--- config.mk ---
export PLATFORM = sky130hd
export DESIGN_NAME = inst_rom_arbiter
export DESIGN_NICKNAME = d
export VERILOG_FILES = /design/src/rtl/inst_rom_arbiter_pkg.sv /design/src/rtl/inst_rom_resp_slot.sv /design/src/rtl/inst_rom_arbiter.sv
export SDC_FILE = /design/constraint.sdc
export NUM_CORES = 1
export LEC_CHECK = 0
export BUFFER_PORTS_ARGS = -buffer_cell sky130_fd_sc_hd__buf_2
export CAP_MARGIN = 20
export CORE_MARGIN = 3
export CORE_UTILIZATION = 45
export DETAILED_ROUTE_END_ITERATION = 8
export GPL_TIMING_DRIVEN = 1
export PLACE_DENSITY = 0.86
export SETUP_SLACK_MARGIN = 0.3
export SLEW_MARGIN = 5
export SYNTH_ARGS = -nofsm -noshare
export SYNTH_HDL_FRONTEND = slang
export SYNTH_SLANG_ARGS = --single-unit
--- constraint.sdc ---
create_clock -name clk -period 8.9 [get_ports clk]
set_clock_uncertainty 0.2 [all_clocks]
set_input_delay 1.78 -clock clk [delete_from_list [all_inputs] [get_ports clk]]
set_output_delay 1.78 -clock clk [all_outputs]
set_load 0.02 [all_outputs]
--- src/rtl/inst_rom_arbiter_pkg.sv ---
// rtl/inst_rom_arbiter_pkg.sv - shared constants for the instruction ROM arbiter
// Purpose: chip-enable levels, zero word, wait-counter width and default starvation limit.
package inst_rom_arbiter_pkg;

    localparam logic        CHIP_ENABLE  = 1'b1;
    localparam logic        CHIP_DISABLE = 1'b0;
    localparam logic [31:0] ZERO_WORD    = 32'h0000_0000;

    localparam int          ARB_WAIT_W   = 4;
    localparam int          ARB_MAX_WAIT = 4;

    typedef enum logic [1:0] {
        WIN_NONE  = 2'b00,
        WIN_PORT0 = 2'b01,
        WIN_PORT1 = 2'b10
    } win_t;

endpackage

--- src/rtl/inst_rom_resp_slot.sv ---
// rtl/inst_rom_resp_slot.sv - one registered response slot with valid/ready handshake
// Purpose: captures a ROM word on load and holds it until consumed.
// Ports: clk, rst (async high); flush kills the slot; load captures data_in;
//        rready consumer accept; rvalid/rdata the registered response.
module inst_rom_resp_slot
    import inst_rom_arbiter_pkg::*;
#(
    parameter int DATA_W = 32
) (
    input  logic              clk,
    input  logic              rst,
    input  logic              flush,
    input  logic              load,
    input  logic [DATA_W-1:0] data_in,
    input  logic              rready,
    output logic              rvalid,
    output logic [DATA_W-1:0] rdata
);

    // Flush beats load beats consume; a load while the old word is being
    // consumed refills the slot in the same cycle (back-to-back streaming).
    // rdata is only written on load, so it keeps its last value after consume.
    always_ff @(posedge clk or posedge rst) begin
        if (rst) begin
            rvalid <= 1'b0;
            rdata  <= '0;
        end else if (flush) begin
            rvalid <= 1'b0;
        end else if (load) begin
            rvalid <= 1'b1;
            rdata  <= data_in;
        end else if (rready && rvalid) begin
            rvalid <= 1'b0;
        end
    end

endmodule

--- src/rtl/inst_rom_arbiter.sv ---
// rtl/inst_rom_arbiter.sv - two-port arbiter onto a single combinational instruction ROM
// Purpose: port 0 (fetch) has fixed priority, port 1 wins after MAX_WAIT refused cycles.
// Ports: clk, rst (async high); req/addr/gnt/rdata/rvalid/rready per port;
//        flush0_i redirects port 0; rom_ce_o/rom_addr_o/rom_data_i to the ROM.
module inst_rom_arbiter
    import inst_rom_arbiter_pkg::*;
#(
    parameter int ADDR_W   = 32,
    parameter int DATA_W   = 32,
    parameter int MAX_WAIT = ARB_MAX_WAIT
) (
    input  logic              clk,
    input  logic              rst,
    input  logic              req0_i,
    input  logic [ADDR_W-1:0] addr0_i,
    input  logic              flush0_i,
    output logic              gnt0_o,
    output logic [DATA_W-1:0] rdata0_o,
    output logic              rvalid0_o,
    input  logic              rready0_i,
    input  logic              req1_i,
    input  logic [ADDR_W-1:0] addr1_i,
    output logic              gnt1_o,
    output logic [DATA_W-1:0] rdata1_o,
    output logic              rvalid1_o,
    input  logic              rready1_i,
    output logic              rom_ce_o,
    output logic [ADDR_W-1:0] rom_addr_o,
    input  logic [DATA_W-1:0] rom_data_i
);

    localparam logic [ARB_WAIT_W-1:0] WAIT_LIMIT = ARB_WAIT_W'(MAX_WAIT);

    logic [ARB_WAIT_W-1:0] wait_cnt;
    logic                  elig0;
    logic                  elig1;
    win_t                  win;

    // A slot can take a new word when empty or when being drained this cycle.
    assign elig0 = !rst && req0_i && !flush0_i && (!rvalid0_o || rready0_i);
    assign elig1 = !rst && req1_i && (!rvalid1_o || rready1_i);

    always_comb begin
        win        = WIN_NONE;
        rom_ce_o   = CHIP_DISABLE;
        rom_addr_o = '0;
        if (elig1 && (!elig0 || wait_cnt == WAIT_LIMIT)) begin
            win        = WIN_PORT1;
            rom_ce_o   = CHIP_ENABLE;
            rom_addr_o = addr1_i;
        end else if (elig0) begin
            win        = WIN_PORT0;
            rom_ce_o   = CHIP_ENABLE;
            rom_addr_o = addr0_i;
        end
    end

    assign gnt0_o = (win == WIN_PORT0);
    assign gnt1_o = (win == WIN_PORT1);

    // Counts cycles port 1 was ready to go but lost; a backpressured port 1
    // holds its count rather than clearing it.
    always_ff @(posedge clk or posedge rst) begin
        if (rst) begin
            wait_cnt <= '0;
        end else if (!req1_i || gnt1_o) begin
            wait_cnt <= '0;
        end else if (elig1 && wait_cnt < WAIT_LIMIT) begin
            wait_cnt <= wait_cnt + 1'b1;
        end
    end

    inst_rom_resp_slot #(.DATA_W(DATA_W)) u_slot0 (
        .clk     (clk),
        .rst     (rst),
        .flush   (flush0_i),
        .load    (gnt0_o),
        .data_in (rom_data_i),
        .rready  (rready0_i),
        .rvalid  (rvalid0_o),
        .rdata   (rdata0_o)
    );

    inst_rom_resp_slot #(.DATA_W(DATA_W)) u_slot1 (
        .clk     (clk),
        .rst     (rst),
        .flush   (1'b0),
        .load    (gnt1_o),
        .data_in (rom_data_i),
        .rready  (rready1_i),
        .rvalid  (rvalid1_o),
        .rdata   (rdata1_o)
    );

endmodule
* After elaboration in Yosys (flattened, before gate mapping)
Cells that the tools add are included.
** Word-level totals
- Flip-flop bits (word level) :: 70
- Latch bits :: 0
- RAM bits :: 0
- ROM bits :: 0
- Input bits :: 103
- Output and inout port bits :: 101
- Word-level logic and storage cells :: 47
- Memories :: 0
** Operators by class
- Add/subtract/negate cells :: 1
- $mul :: 0
- Div/mod/pow operators :: 0
- Order comparisons :: 1
- Eq/ne operators :: 3
- Shifts and indexed selects :: 0
- Muxes and demuxes :: 13
- Bitwise logic cells :: 1
- Reduce and logical (&&, ||, !) cells :: 23
** Operators by type and width (number)
- 32-bit two-way mux :: 2
- 1-bit logical AND :: 9
- 1-bit two-way mux :: 8
- 4-bit two-way mux :: 2
- 1-bit logical NOT :: 6
- 4-bit by 1-bit adder with 4-bit output (second input constant) :: 1
- 4-bit by 3-bit == test with 1-bit output (second input constant) :: 1
- 1-bit logical OR :: 4
- 4-bit by 3-bit < comparator with 1-bit output (second input constant) :: 1
- 2-bit nonzero test :: 2
- 3-bit nonzero test :: 1
- 2-bit by 1-bit == test with 1-bit output (second input constant) :: 1
- 2-bit == test (second input constant) :: 1
- 2-bit two-way mux :: 1
- 2-bit AND reduction :: 1
- 1-bit NOT :: 1

* Logic depth before layout (Yosys ltp)
Gate-level depths: netlist of the first run.
- Word-level depth :: 11
- Depth in mapped cells :: 7
- Mapped depth without buffers :: 6

* Modules after synthesis
From an unflattened synthesis of the first run, not the netlist that was laid out.
** Unflattened totals
- Cell total of the unflattened synthesis :: 288
- Area total of the unflattened synthesis :: 4005.1 um2
** Modules (own cells, without submodules)
- inst_rom_resp_slot :: instances 2, cells an instance 74, area each 1402.6 um2, sequential area each 825.8 um2
- inst_rom_arbiter :: instances 1, cells an instance 140, area each 1199.9 um2, sequential area each 100.1 um2

* Least setup slack after synthesis of the first run
Ideal clock, no wire load.
- Path type :: input to output
- From :: input rst
- To :: output rom_addr_o[10]
- Data arrival time :: 4.426 ns
- Data required time :: 6.920 ns
- Setup slack :: 2.494 ns
- Cell stages on the path :: 6
- Path buffers :: 1
- Path through :: inv_1 > and3_1 > o21ai_4 > inv_2 > clkbuf_1 > a22o_1
** Between the ends
- Word-level cells in the longest chain between the ends :: 8
- Elaborated cells between the ends (all ways) :: 11
- Classes of those cells :: mux (2); reduce/logical (9)
** RTL lines
- start, declared :: RTL line inst_rom_arbiter.sv:13 : input logic rst,
- 1-bit logical NOT (no line) *
- 1-bit logical AND (3 in a row) :: RTL line inst_rom_arbiter.sv:40 : assign elig0 = !rst && req0_i && !flush0_i && (!rvalid0_o || rready0_i);
- 1-bit logical NOT :: RTL line inst_rom_arbiter.sv:47 : if (elig1 && (!elig0 || wait_cnt == WAIT_LIMIT)) begin
- 1-bit logical OR :: RTL line inst_rom_arbiter.sv:47
- 1-bit logical AND :: RTL line inst_rom_arbiter.sv:47
- 32-bit two-way mux * :: RTL line inst_rom_arbiter.sv:47
- end, declared :: RTL line inst_rom_arbiter.sv:28 : output logic [ADDR_W-1:0] rom_addr_o,
Every way passes the cells marked *; elsewhere a longest branch is shown, timed or not.

* Worst setup path after layout of the first run
- From :: input rst
- To :: output rom_addr_o[3]
The elaborated chain is that of the path after synthesis.

==> results of run 1 <==
## power groups by stage
stage | logic, W | registers [W] | clock network [W]
2_1_floorplan | 0.0000967 | 0.000491 | 0
3_3_place_gp | 0.000284 | 0.000413 | 0
3_5_place_dp | 0.000290 | 0.000415 | 0
4_1_cts | 0.000291 | 0.000411 | 0.000247
5_1_grt | 0.000308 | 0.000418 | 0.000263
6_report | 0.000287 | 0.000411 | 0.000242
## critical path, delay by kind of cell
kind	cells	cell delay, ps
AO/OA/AOI/OAI	2	480
buffers and inverters	5	1590
AND/OR/NAND/NOR	1	350
## kinds of logic (layout without fill, tap and decap cells)
kind of cell | count (synthesis) | in the layout | synth area share [%]
muxes | 65 | 65 | 23.9
buffers and inverters | 19 | 227 | 3.52
xor gates and xnor gates | 1 | 1 | 0.287
AOI/OAI and AO/OA | 36 | 36 | 10.6
and+or+nand+nor | 17 | 17 | 3.52
adders and majority gates | 2 | 2 | 0.819
DFF | 70 | 70 | 57.3
## registers in the layout, summed over array words and instances, names as in the netlist
| register | cells |
|---|---|
| u_slot1.rvalid | 1 |
| u_slot0.rvalid | 1 |
| u_slot0.rdata | 32 |
| wait_cnt | 4 |
| u_slot1.rdata | 32 |
## synth_stat cells, drive strengths merged
library cell | n | area, sq um
xnor2 | 1 | 8.76
clkbuf | 1 | 3.75
a22o | 32 | 280
inv | 6 | 22.5
mux2i | 1 | 10.0
or2 | 1 | 6.26
o21ai | 2 | 21.3
or4 | 1 | 7.51
nor2b | 2 | 12.5
and2b | 1 | 7.51
ha | 2 | 25.0
nor2 | 4 | 15.0
nand2b | 4 | 25.0
a311oi | 1 | 15.0
buf | 12 | 81.3
nand2 | 2 | 7.51
dfrtp | 70 | 1750
mux2 | 64 | 721
and3 | 1 | 6.26
a41oi | 1 | 8.76
nand3b | 1 | 20.0
## worst paths after layout
check / end / cells past startpoint
max in group asynchronous: u_slot0.rdata[9] / 3
max: rom_addr_o[3] / 8
max reg2reg: u_slot0.rdata[6] / 6
min reg2reg: u_slot0.rdata[2] / 1
min: u_slot0.rdata[2] / 1
min in group asynchronous: u_slot1.rdata[26] / 3
## stage by stage
step	instance area (sq um)	instances	hold WS, ps	power, W
after floorplan	3060	210	300	0.000588
after global placement	4110	479	263	0.000696
after detailed placement	4110	479	269	0.000705
after CTS	4290	495	285	0.000949
after global routing	4290	495	307	0.000989
final	4290	495	285	0.000940
## final cells by class
type | instances | share of cell area [%]
flip-flops and latches | 70 | 40.8
multi-input cells | 121 | 28.2
repair buffers | 205 | 24.0
clock buffers | 12 | 3.15
well taps | 77 | 2.24
clock inverters | 4 | 1.11
inverters | 6 | 0.525
## per-layer routing
metal	share of wire, %	wire [microns]
met2	51	4360
met3	10	871
met4	1.2	99
met5	0	0
met1	38	3210
==> results.cfg, run 1 <==
[timing]
maxSlewHeadroom_pct = 43.5
tns_ps = 0
max_freq_ghz = 0.161
layout_min_cycle_time_ps = 6220
final_max_slew_viol_count = 0
setup_viol_count_final = 0
tightest_slew_ps = 848
hold_viol = 0
fin_crit_sh_pct = 69.9
setup_ws_ps = 2680
rsz0062_at_grt = no

[worst_setup_path]
critPathSlowestCell = buf_4
critPathLaunchType = primary input
critPathCaptureType = output pin
critPathKind = primary input to output pin
startpoint = rst
cp_max_fo = 71
worstPathCellList = buf_2 -> inv_2 -> buf_4 -> and3_1 -> o21ai_4 -> inv_2 -> a22o_1 -> buf_2
worstPathArrival_ps = 4240
worst_ep_required_time_ps = 6920
slowest_delay_ps = 650
r2r_slack_ps = 6170
timing.rr.start = wait_cnt[0]

[worst_hold_path]
worstHoldPathType = register to register
hp-start = u_slot0.rdata[2]

[pwr]
seq_power_share_pct = 43.7
clock_power_share_pct = 25.7
power.density_nw_per_um2 = 219
p_int_w = 0.000628
p_sw_share_pct = 33.2
ir_drop_mv = 0.149
pwr-share-comb_pct = 30.6
leakagePower_nw = 2.26
switchingPower_w = 0.000312

[floorplan]
dieArea_sq_um = 7820
start_util_pct = 47.3
die_y_microns = 88.4
io_pins = 204
die_w_microns = 88.4
row_count = 29
core_sq_um = 6460

[clocking]
cts_buffers = 9
clock_latency_ps = 330
clock-sinks = 70
path_clk_slew_ps = 70
clockRootBuffer = clkbuf_8
cts.htree.levels = 3
hold_buffers = 0
cts_tree = yes
cts_setup_buffers = 0
clock_path_buffers = 2
post_cts_resized = 0

[routing]
vias = 2537
first_iter_violations = 70
via_per_inst = 5.13
drtPass1Iterations = 4
drc_errors = 0
ant_nets = 0
finalWirelength_mm = 8.54
wire_per_inst_microns = 17.3

[grt]
grt_pass1_vias = 2558
met2_usage_pct = 37.7
grt_pass1_wl_mm = 12.4
grt_use_total_pct = 21.0
grt.met1_usage_pct = 23.4
grt_max_degree = 72
antenna_found_initial = 0
grt_overflow = 0
grtUsageMet3_pct = 6.61
top_usage_layer = met2

[logic_synthesis]
syn_nets = 315
ys_seq_elements = 70
ys_warn_count = 0
synth_seq_area_share_pct = 57.3
synth_cells = 210
synth_cell_types = 26
syn_avg_cell_area_sq_um = 14.6
mappedNetlistArea_sq_um = 3060

[cells_and_area]
area_growth_pct = 40.4
fillers = 478
multiInputGateArea_sq_um = 1210
drive_above_1_share_pct = 67.2
final_cell_mix = buf_2 (203), dfrtp_1 (70), mux2_2 (57)
nets = 518
fin_util_pct = 66.5
seq_area_sq_um = 1750
final_common_cell = buf_2
diodes = 0

[status]
status = finished clean

[run]
maxCapViolations = 0

[placed_design]
hpwl_mm = 6.35
place_congestion = 0.734
portBuffers = 203
dp_slack_ps = 2610
(Power assumes the default switching activity.)
==> run 2: changes to the inputs <==
Settings changed: CORE_UTILIZATION 45 to 38, PLACE_DENSITY 0.86 to 0.78.
Clock period 8.9 ns to 5.16 ns, I/O delays scaled along.
==> results.cfg, run 2 (synthesized netlist as in run 1, its figures left out) <==
[floorplan]
die_y_microns = 95.7
start_util_pct = 39.4
io_pins = 204
dieArea_sq_um = 9160
die_w_microns = 95.7
row_count = 32
core_sq_um = 7770

[cells_and_area]
area_growth_pct = 42.4
final_common_cell = buf_2
drive_above_1_share_pct = 67.8
design_area_sq_um = 4350
nets = 519
largestRegisters = u_slot0.rdata: 32 flops, u_slot1.rdata: 32 flops, wait_cnt: 4 flops
layoutNonFillerInstCount = 522
fillers = 688
final_cell_mix = buf_2 (203), dfrtp_1 (70), mux2_2 (57)

[placed_design]
placedInstanceArea_sq_um = 4150
hpwl_mm = 6.51
portBuffers = 203
place_congestion = 0.788
place_inst = 505

[clocking]
clock_path_buffers = 2
clock_latency_ps = 330
cts_buffers = 9
cts_tree = yes
clockRootBuffer = clkbuf_8
clock-sinks = 70
cts.htree.levels = 3
cts_setup_buffers = 0
path_clk_slew_ps = 80
post_cts_resized = 0
hold_buffers = 0

[worst_setup_path]
timing.rr.start = wait_cnt[0]
worstPathArrival_ps = 3180
critPathKind = primary input to output pin
reg2reg_to = u_slot0.rdata[1]
cp_max_fo = 42
reg2reg_depth = 6
critPathCaptureType = output pin
critPathLaunchType = primary input
worst_ep_required_time_ps = 3930
r2r_slack_ps = 2400

[timing]
rsz0062_at_grt = no
hold_viol = 0
tightest_slew_ps = 867
layout_min_cycle_time_ps = 4410
setup_viol_count_final = 0
maxSlewHeadroom_pct = 42.2
max_freq_ghz = 0.227
final_max_slew_viol_count = 0
tns_ps = 0
fin_crit_sh_pct = 85.5

[grt]
grt_pass1_vias = 2494
grt_max_degree = 71
grt_overflow = 0
antenna_found_initial = 1
grt_use_total_pct = 17.0
grt_pass1_wl_mm = 11.8

[pwr]
ir_drop_mv = 0.282
leakagePower_nw = 2.27
power.density_nw_per_um2 = 376

[routing]
ant_nets = 0
first_iter_violations = 42
drc_errors = 0
finalWirelength_mm = 8.43
via_per_inst = 4.90
wire_per_inst_microns = 16.1
vias = 2557
drtPass1Iterations = 4

[worst_hold_path]
holdPathStages = 1
hold_end = u_slot0.rdata[5]
worstHoldPathType = register to register
hp-start = u_slot0.rdata[5]

[run]
maxCapViolations = 0

[status]
status = finished clean
==> run 2: changes by cell type in the layout (fill, tap and decap cells not counted), sizes merged <==
cell,delta
diode,+1
clkbuf,-1
buf,+1
clkinv,+1
==> run 2: worst max-delay path: stages <==
cell and delay (ps):
buf_2 120, and2b_1 200, nand2_1 110, o21ai_4 690
inv_2 520, a22o_1 320, buf_2 160
==> run 2: worst max-delay path by stage <==
| stage | start | end | slack, ps | depth (start not counted) |
|---|---|---|---|---|
| after floorplan | rst | rom_addr_o[12] | 810 | 6 |
| after global placement | rst | rom_addr_o[11] | 770 | 7 |
| after detailed placement | rst | rom_addr_o[1] | 710 | 7 |
| after CTS | rst | rom_addr_o[1] | 710 | 7 |
| after global routing | rst | rom_addr_o[9] | 540 | 7 |
| final | rst | rom_addr_o[3] | 750 | 7 |
==> run 2: metal layers <==
layer	track usage (%)	vias to the layer above	wire, microns
li1	-	1176	-
met1	16.3	1235	2880
met2	32.4	124	4490
met3	4.50	22	775
met4	9.36	0	284
met5	0	-	0
==> run 2: where the power goes <==
part           internal (W)  switching, W
clock              0.000238      0.000202
sequential         0.000654     0.0000493
combinational      0.000206      0.000286
==> run 2: cell type report <==
class	instances	area (sq um)	area share, %
sequential	70	1750	40.2
multi-input combinational	121	1210	27.8
timing repair buffer	206	1040	23.9
clock buffer	11	141	3.25
tap	102	128	2.93
clock inverter	5	57.6	1.32
inverter	6	26.3	0.603
antenna	1	2.50	0.0575
==> run 2: stage by stage <==
step | total power, W | utilization [%] | hold WS [ps] | setup WS (ps)
after CTS | 0.00166 | 56.0 | 291 | 709
final | 0.00164 | 56.1 | 289 | 749
after floorplan | 0.00101 | - | 300 | 810
after global routing | 0.00172 | 56.1 | 304 | 539
after global placement | 0.00120 | 53.5 | 262 | 770
after detailed placement | 0.00121 | 53.5 | 274 | 714
